`config.mk`:
```
export PLATFORM = sky130hd
export DESIGN_NAME = timer_sched
export DESIGN_NICKNAME = d
export VERILOG_FILES = /design/src/rtl/timer_pkg.sv /design/src/rtl/timer_prescaler.sv /design/src/rtl/timer_sched.sv
export SDC_FILE = /design/constraint.sdc
export NUM_CORES = 1
export LEC_CHECK = 0
export BUFFER_PORTS_ARGS = -buffer_cell sky130_fd_sc_hd__buf_2
export CAP_MARGIN = 10
export CORE_ASPECT_RATIO = 0.75
export CORE_MARGIN = 10
export CORE_UTILIZATION = 52
export DETAILED_ROUTE_END_ITERATION = 8
export GPL_ROUTABILITY_DRIVEN = 0
export PLACE_DENSITY = 0.79
export SETUP_SLACK_MARGIN = 0.15
export SYNTH_ARGS = -nofsm -noshare
export SYNTH_HDL_FRONTEND = slang
export SYNTH_SLANG_ARGS = --single-unit
```
`constraint.sdc`:
```
create_clock -name PCLK -period 2.42 [get_ports PCLK]
set_input_delay 0.363 -clock PCLK [delete_from_list [all_inputs] [get_ports PCLK]]
set_output_delay 0.363 -clock PCLK [all_outputs]
set_load 0.01 [all_outputs]
```
`src/rtl/timer_pkg.sv`:
```
// Shared definitions for the timer sequencer: FSM state encoding and c_enable bit positions.
package timer_pkg;

  typedef enum logic [1:0] {
    IDLE = 2'b00,
    LOAD = 2'b01,
    RUN  = 2'b10,
    DONE = 2'b11
  } state_t;

  localparam int EN_BIT          = 0;
  localparam int AUTO_RELOAD_BIT = 1;
  localparam int IRQ_EN_BIT      = 2;
  localparam int PRESCALE_LSB    = 4;
  localparam int PRESCALE_MSB    = 7;

endpackage

```
`src/rtl/timer_prescaler.sv`:
```
// 4-bit tick divider: o_tick is high one cycle in every i_div+1, combinationally from the count.
// i_clr restarts the division so the first tick after a clear comes i_div+1 cycles later.
module timer_prescaler (
  input  logic       i_clk,
  input  logic       i_rst,
  input  logic       i_clr,
  input  logic [3:0] i_div,
  output logic       o_tick
);

  logic [3:0] r_cnt;
  logic       w_wrap;

  // >= rather than == so a divisor lowered mid-count wraps immediately instead of after 16.
  assign w_wrap = (r_cnt >= i_div);
  assign o_tick = ~i_clr & w_wrap;

  always_ff @(posedge i_clk or posedge i_rst) begin
    if (i_rst) begin
      r_cnt <= '0;
    end else if (i_clr || w_wrap) begin
      r_cnt <= '0;
    end else begin
      r_cnt <= r_cnt + 4'd1;
    end
  end

endmodule

```
`src/rtl/timer_sched.sv`:
```
// Timer sequencer: load / countdown / expiry / auto-reload with sticky maskable IRQ; expiry N+1 cycles after EN.
// Define TIMER_PRESCALE_EN to divide ticks by c_enable[7:4]+1; otherwise every cycle is a tick.
module timer_sched
  import timer_pkg::*;
#(
  parameter int WIDTH = 8
) (
  input  logic             PCLK,
  input  logic             PRESET,
  input  logic [WIDTH-1:0] timer_in,
  input  logic [7:0]       c_enable,
  input  logic             load_stb,
  input  logic             irq_clr,
  output logic [WIDTH-1:0] count,
  output logic             expired,
  output logic             irq,
  output logic             busy,
  output logic [1:0]       state
);

  state_t           r_state;
  logic [WIDTH-1:0] r_count;
  logic [WIDTH-1:0] r_reload;
  logic             r_expired;
  logic             r_irq_pend;
  logic             r_busy;

  logic w_en;
  logic w_auto;
  logic w_tick;
  logic w_last;
  logic w_expire;

  assign w_en   = c_enable[EN_BIT];
  assign w_auto = c_enable[AUTO_RELOAD_BIT];
  assign w_last = (r_count == WIDTH'(1));

`ifdef TIMER_PRESCALE_EN
  logic w_pre_clr;
  logic w_cen_unused;
  assign w_pre_clr    = ~w_en | (r_state == LOAD);
  assign w_cen_unused = c_enable[3];

  timer_prescaler u_prescaler (
    .i_clk  (PCLK),
    .i_rst  (PRESET),
    .i_clr  (w_pre_clr),
    .i_div  (c_enable[PRESCALE_MSB:PRESCALE_LSB]),
    .o_tick (w_tick)
  );
`else
  logic w_cen_unused;
  assign w_cen_unused = ^c_enable[PRESCALE_MSB:3];
  assign w_tick       = 1'b1;
`endif

  // Terminal event: zero reload seen in LOAD, or the last tick of a countdown; EN=0 suppresses it.
  assign w_expire = w_en &&
                    (((r_state == LOAD) && (r_reload == '0)) ||
                     ((r_state == RUN) && w_tick && w_last));

  always_ff @(posedge PCLK or posedge PRESET) begin
    if (PRESET) begin
      r_state   <= IDLE;
      r_count   <= '0;
      r_reload  <= '0;
      r_expired <= 1'b0;
      r_busy    <= 1'b0;
    end else begin
      r_expired <= w_expire;
      if (load_stb) begin
        r_reload <= timer_in;
      end
      if (!w_en) begin
        r_state <= IDLE;
        r_busy  <= 1'b0;
      end else begin
        case (r_state)
          IDLE: r_state <= LOAD;
          LOAD: begin
            r_count <= r_reload;
            if (r_reload == '0) begin
              r_state <= DONE;
            end else begin
              r_state <= RUN;
              r_busy  <= 1'b1;
            end
          end
          RUN: begin
            if (w_tick) begin
              if (!w_last) begin
                r_count <= r_count - WIDTH'(1);
              end else if (w_auto && (r_reload != '0)) begin
                r_count <= r_reload;
              end else begin
                r_count <= '0;
                r_state <= DONE;
                r_busy  <= 1'b0;
              end
            end
          end
          DONE: begin
            r_count <= '0;
            if (load_stb) begin
              r_state <= LOAD;
            end
          end
          default: r_state <= IDLE;
        endcase
      end
    end
  end

  // A clear arriving alongside the expiry edge or during the visible pulse never wins.
  always_ff @(posedge PCLK or posedge PRESET) begin
    if (PRESET) begin
      r_irq_pend <= 1'b0;
    end else begin
      r_irq_pend <= w_expire | r_expired | (r_irq_pend & ~irq_clr);
    end
  end

  assign count   = r_count;
  assign expired = r_expired;
  assign irq     = r_irq_pend & c_enable[IRQ_EN_BIT];
  assign busy    = r_busy;
  assign state   = r_state;

endmodule

```
==> results of run 1 <==
==> worst max path at each step <==
stage                to  slack (ns)  cells past startpoint
5_1_grt        count[4]        0.21                      6
3_5_place_dp   count[4]        0.45                      7
3_3_place_gp   count[3]        0.52                      7
2_1_floorplan  count[5]        0.64                      7
4_1_cts        count[4]        0.42                      7
6_report       count[4]        0.37                      6
==> flip-flops by register name (all words and copies together), names as in the netlist <==
| register | cells |
|---|---|
| busy | 1 |
| count | 8 |
| expired | 1 |
| r_irq_pend | 1 |
| r_reload | 8 |
| state | 2 |
==> cells by family after synthesis <==
logic type | Yosys count
AOI/OAI and AO/OA | 34
xor gates and xnor gates | 2
adders and majority gates | 6
buffers and inverters | 9
DFF | 21
muxes | 9
and+or+nand+nor | 46
==> routing by layer <==
| metal | wire, µm | vias up | part of all wire |
|---|---|---|---|
| li1 | - | 533 | - |
| met1 | 1410 | 522 | 0.46 |
| met2 | 1400 | 50 | 0.46 |
| met3 | 221 | 4 | 0.072 |
| met4 | 23 | 0 | 0.0075 |
| met5 | 0 | - | 0 |
==> metrics by stage <==
stage,utilization,instances,total power [mW]
after CTS,0.636,190,1.50
final,0.636,190,1.50
after global placement,0.624,186,1.30
after floorplan,-,127,1.10
after global routing,0.636,190,1.63
after detailed placement,0.624,186,1.33
==> where the power goes <==
group | switching (mW) | internal (mW) | total, mW
logic | 0.389 | 0.317 | 0.705
registers | 0.172 | 0.452 | 0.624
clock network | 0.108 | 0.0619 | 0.169
total | 0.668 | 0.830 | 1.50
==> cell usage in the layout, fill, tap and decap left out, types with 2 or more instances in the layout <==
master	netlist	final
buf_2	0	27
dfrtp_1	21	21
nor2_1	10	10
nand2_1	9	9
mux2_2	8	8
inv_1	7	7
o21ai_0	7	7
ha_1	6	6
a21oi_1	5	5
nand2b_1	4	4
a221oi_1	4	4
nand3_1	4	4
a31oi_1	3	3
clkbuf_4	0	3
nor4_1	2	2
nor2b_1	2	2
nor3_1	2	2
xnor2_1	2	2
==> final cells by class <==
cell class | count | area (µm²)
Clock buffer | 3 | 22.5
Timing Repair Buffer | 27 | 135
Multi-Input combinational cell | 97 | 712
Clock inverter | 1 | 5.00
Inverter | 7 | 26.3
Sequential cell | 21 | 526
Tap cell | 34 | 42.5
Fill cell | 204 | 840
==> Flow_metrics.wiki, run 1 <==
{| class="wikitable"
! Metric !! Value
|-
| Number of levels in the clock H-tree || 1
|-
| Highest ir drop seen on vdd || 0.000435 V
|-
| Top post-synthesis cells by count || dfrtp_1, nor2_1, nand2_1
|-
| Routed vias || 1109
|-
| Cells along the critical path || ha_1 > nor3b_2 > and2_0 > o21ai_0 > a221oi_1 > nor2_1
|-
| Number of buffers added for setup after CTS || 0
|-
| Ratio of cells with drive above 1 in the final layout || 0.295
|-
| Hold Worst Slack || 0.162 ns
|-
| Met2 Resource Use GR || 0.201
|-
| Count of inserted antenna diode cells || 0
|-
| Predominant post-synthesis flop cell || dfrtp_1
|-
| Sink count of the clock tree || 21
|-
| Gates resized, CTS repair || 0
|-
| Type of origin of the critical path || flop
|-
| Multiplexer share of the synthesized area || 0.0787
|-
| Most frequently used cell type in the post-synthesis netlist || dfrtp_1
|-
| Final setup vio count || 0
|-
| Post-route clock period utilization || 0.846
|-
| Launch point of the critical path || count[0]
|-
| Area fraction in and, or, nand and nor cells after synthesis || 0.213
|-
| Clock skew || 0.0115 ns
|-
| Clock edge transition at the registers on the reported setup and hold paths || 0.12 ns
|-
| Starting DRC count in detailed routing || 87
|-
| Complex-gate fraction of the synthesized area || 0.196
|-
| Number of buffers between clock root and the deepest sink || 2
|-
| Number of port buffers || 27
|-
| Area growth from synthesis to layout || 15.6%
|-
| Buffers plus inverters on the worst setup path || 0
|-
| P_leak || 0.653 nW
|-
| Slowest stage cell on the critical path || dfrtp_1
|-
| Delay of the slowest critical-path stage || 0.51 ns
|-
| Initial antenna violation count || 0
|-
| Die Footprint || 0.00484 mm²
|-
| Cell type with the largest total area after synthesis || dfrtp_1
|-
| Floorplan core area || 0.00231 mm²
|-
| Family with the most delay on the worst path || simple AND/OR/NAND/NOR gates
|-
| Critical path peak fanout || 7
|-
| Via count of the first global-routing pass || 1072
|-
| Fraction of registers with async set/reset || 1.00
|-
| Total standard cell area after synthesis || 0.00127 mm²
|-
| Busiest metal layer after global routing || met2
|-
| Hold bufs inserted after CTS || 0
|-
| Type of the most critical hold path || in2async
|-
| CP Class || reg2reg
|-
| EDFF count, synth || 0
|-
| Met3 Track Usage GR || 0.0460
|-
| Die W || 77.1 µm
|-
| Setup tns final || 0 ns
|-
| Routing usage on met1 || 0.158
|-
| Die Span Y || 62.8 µm
|-
| Final cell area excluding filler cells || 0.00147 mm²
|-
| Pre-CTS worst setup slack || 0.452 ns
|-
| TritonCTS clock tree || yes
|-
| Drt wl/cell || 16.1 µm
|-
| Synth Area in Adders || 0.0591
|-
| Required time reported for the critical path endpoint || 2.62 ns
|-
| Count of mapped cells out of synthesis || 127
|-
| GRT Resource Usage Total || 0.127
|-
| DP Wirelength || 2350 µm
|-
| Row cnt || 15
|-
| TritonRoute pass-1 iters || 5
|-
| Synth top area cells || dfrtp_1, mux2_2, ha_1, nor2_1, a221oi_1
|-
| Count of different cell masters after synthesis || 46
|-
| Average footprint of a synthesized cell || 10.0 µm²
|-
| Global-route wire length before repair || 5100 µm
|-
| Total length of routed wires || 3050 µm
|-
| Number of buffers created by CTS || 3
|-
| DRC violation count after routing || 0
|-
| Period minus WS final || 2.05 ns
|-
| Hold Fails Final Rpt || 0
|-
| Area share of the largest cell type after synthesis || 0.413
|-
| Starting density of the core || 0.551
|-
| Combinational family with the most area after synthesis || simple AND/OR/NAND/NOR gates
|-
| Synth Register Bits || 21
|-
| Cell area after placement || 0.00144 mm²
|-
| Post-synthesis sequential area ratio || 0.413
|-
| Worst reg2reg startpoint || count[0]
|-
| Clock tree root buffer cell || clkbuf_4
|-
| Slew at the pin closest to its max-slew limit || 0.769 ns
|-
| Number of warnings issued by yosys || 0
|-
| Aggregate global routing overflow || 0
|-
| Antenna violation net count after detailed routing || 0
|-
| Xor and xnor fraction of the mapped netlist area || 0.0138
|-
| Number of cells on the worst reg-to-reg path || 6
|-
| Post-synth net total || 153
|-
| Unrepaired setup endpoints after global routing || no
|-
| IO Pins || 33
|-
| Max-cap violations || 0
|-
| Final net count || 183
|-
| Slew margin rel. || 0.486
|-
| Insertion delay to the later sink of the worst-skew pair || 0.32 ns
|-
| Worst Setup Slack, final || 0.373 ns
|-
| Outcome || complete, no violations
|-
| Reg2Reg Capture Point || count[4]
|-
| Total count of max-transition violations in the final report || 0
|-
| Setup slack on the worst flop-to-flop path || 0.37 ns
|-
| Pwr Density || 1020 mW/mm²
|-
| Kind of end point of the critical path || flop
|-
| Maximum number of pins on one net before global-route repair || 22
|-
| Via density per instance || 5.84
|-
| F_max || 488 MHz
|-
| Critical path arrival || 2.25 ns
|}
No activity file was read; power rests on OpenSTA's default activity.
==> inputs of run 2 (changes only) <==
CORE_UTILIZATION = 47   (was 52)
PLACE_DENSITY = 0.75   (was 0.79)
clock period = 1.8 ns   (was 2.42 ns; I/O delays follow)
==> Flow_metrics.wiki, run 2 (synthesis results as in run 1) <==
{| class="wikitable"
! Metric !! Value
|-
| Final core utilization || 0.693 (+0.0570)
|-
| Starting DRC count in detailed routing || 129 (+48%)
|-
| DRC violation count after routing || 0 (unchanged)
|-
| Antenna violation net count after detailed routing || 0 (unchanged)
|-
| Unrepaired setup endpoints after global routing || yes
|-
| Type of origin of the critical path || flop
|-
| Pwr Density || 1390 mW/mm² (+36%)
|-
| Clock tree root buffer cell || clkbuf_4
|-
| Floorplan core area || 0.00260 mm² (+13%)
|-
| Initial antenna violation count || 0 (unchanged)
|-
| Required time reported for the critical path endpoint || 2.04 ns (-0.58 ns)
|-
| Total count of max-transition violations in the final report || 0 (unchanged)
|-
| Number of buffers created by CTS || 3 (unchanged)
|-
| DP Wirelength || 2670 µm (+14%)
|-
| Count of inserted antenna diode cells || 0 (unchanged)
|-
| Clock edge transition at the registers on the reported setup and hold paths || 0.12 ns (about the same)
|-
| Hold Worst Slack || 0.189 ns (+0.0271 ns)
|-
| P_leak || 0.809 nW (+24%)
|-
| Type of the most critical hold path || in2reg
|-
| CP Class || reg2reg
|-
| Via density per instance || 5.53 (-5.2%)
|-
| Most common cell after layout, fill and taps aside || buf_2
|-
| Die Span Y || 65.0 µm (+3.5%)
|-
| GRT Resource Usage Total || 0.137 (+0.00996)
|-
| Final cell area excluding filler cells || 0.00180 mm² (+23%)
|-
| Number of buffers between clock root and the deepest sink || 2 (unchanged)
|-
| Critical path arrival || 2.02 ns (-0.23 ns)
|-
| Critical path peak fanout || 4 (-3)
|-
| Setup slack on the worst flop-to-flop path || 0.01 ns (-0.36 ns)
|-
| IO Pins || 33 (unchanged)
|-
| Beginning of the worst hold path || timer_in[2]
|-
| Maximum number of pins on one net before global-route repair || 14 (-36%)
|-
| Final setup vio count || 0 (unchanged)
|-
| Clock skew || 0.00828 ns (-0.00323 ns)
|-
| Row cnt || 16 (+1)
|-
| Number of levels in the clock H-tree || 1 (unchanged)
|-
| Slew at the pin closest to its max-slew limit || 0.516 ns (-0.254 ns)
|-
| Hold EP || r_reload[2]
|-
| Worst reg2reg startpoint || count[1]
|-
| Number of port buffers || 27 (unchanged)
|-
| Aggregate global routing overflow || 0 (unchanged)
|-
| Starting density of the core || 0.488 (-0.0622)
|-
| Die W || 80.1 µm (+3.8%)
|-
| Global-route wire length before repair || 5810 µm (+14%)
|-
| Post-route clock period utilization || 0.992 (+0.146)
|-
| Highest ir drop seen on vdd || 0.000617 V (+42%)
|-
| Total length of routed wires || 3530 µm (+16%)
|-
| TritonCTS clock tree || yes
|-
| Outcome || complete, no violations
|-
| Slew margin rel. || 0.656 (+0.169)
|-
| Ratio of cells with drive above 1 in the final layout || 0.486 (+0.191)
|-
| Sink count of the clock tree || 21 (unchanged)
|-
| Routed vias || 1212 (+9.3%)
|-
| Die Footprint || 0.00521 mm² (+7.5%)
|-
| Insertion delay to the later sink of the worst-skew pair || 0.31 ns (about the same)
|-
| TritonRoute pass-1 iters || 4 (-1)
|-
| Kind of end point of the critical path || flop
|-
| Via count of the first global-routing pass || 1254 (+17%)
|-
| Drt wl/cell || 16.1 µm (+0.53%)
|-
| Max-cap violations || 0 (unchanged)
|-
| Number of cells on the worst reg-to-reg path || 7 (+1)
|-
| Highest-count cells in the layout ignoring fill and taps || buf_2, buf_4, dfrtp_1, nand2_1
|-
| F_max || 560 MHz (+15%)
|-
| Cell depth of the worst hold path || 2
|-
| Area growth from synthesis to layout || 41.9%
|-
| Placed instance count || 209 (+12%)
|-
| Period minus WS final || 1.79 ns (-0.262 ns)
|-
| Final standard cell count with taps included and fillers excluded || 219 (+15%)
|-
| Reg2Reg Capture Point || count[5]
|-
| Setup tns final || 0 ns (unchanged)
|-
| Hold Fails Final Rpt || 0 (unchanged)
|-
| Final net count || 210 (+15%)
|-
| Cell area after placement || 0.00161 mm² (+11%)
|}
==> run 2: per-stage QoR <==
step	total power, mW	worst slack [ns]
2_1_floorplan	1.49	0.0698
3_3_place_gp	1.95	0.0477
3_5_place_dp	2.01	-0.0682
4_1_cts	2.41	0.0381
5_1_grt	2.71	-0.0497
6_report	2.50	0.0145
==> run 2: critical path, stage by stage (launching register included) <==
cell,delay [ns]
dfrtp_1,0.41
inv_2,0.09
ha_4,0.13
or3b_4,0.39
o21bai_1,0.17
a31oi_1,0.10
a311o_1,0.29
a21oi_2,0.14
==> run 2: per-layer routing <==
layer	global-route usage	vias up	wire, µm
met1	0.169	579	1530
met4	0.0351	0	37
met3	0.0537	4	302
li1	-	586	-
met2	0.216	43	1660
met5	0	-	0
==> run 2: report_power, final <==
part           switching (mW)  leakage (nW)  internal, mW  total (mW)
Combinational           0.795         0.544         0.697        1.49
Sequential              0.168         0.251         0.610       0.779
Clock                   0.148        0.0139        0.0846       0.233
==> run 2: worst max path at each step <==
stage	startpoint	end	slack (ns)	cells past startpoint
after floorplan	count[1]	count[5]	0.07	7
after global placement	count[1]	count[3]	0.05	7
after detailed placement	r_reload[6]	count[3]	-0.07	5
after CTS	count[1]	count[5]	0.04	7
after global routing	count[1]	count[5]	-0.05	7
final	count[1]	count[5]	0.01	7
==> run 2: cell type report <==
cell class	instances	area, µm²
multi-input combinational	97	836
clock buffer	3	22.5
timing repair buffer	54	340
inverter	7	26.3
tap	36	45.0
sequential	21	527
clock inverter	1	7.51
fill	217	798
==> run 2: what timing repair did <==
item                       in CTS  in global routing
gates resized for setup        19                  7
hold endpoints to repair        9                  0
buffers inserted                5                  0
setup endpoints to repair      12                 11
pin swaps                       6                  3
hold buffers                    1                  0
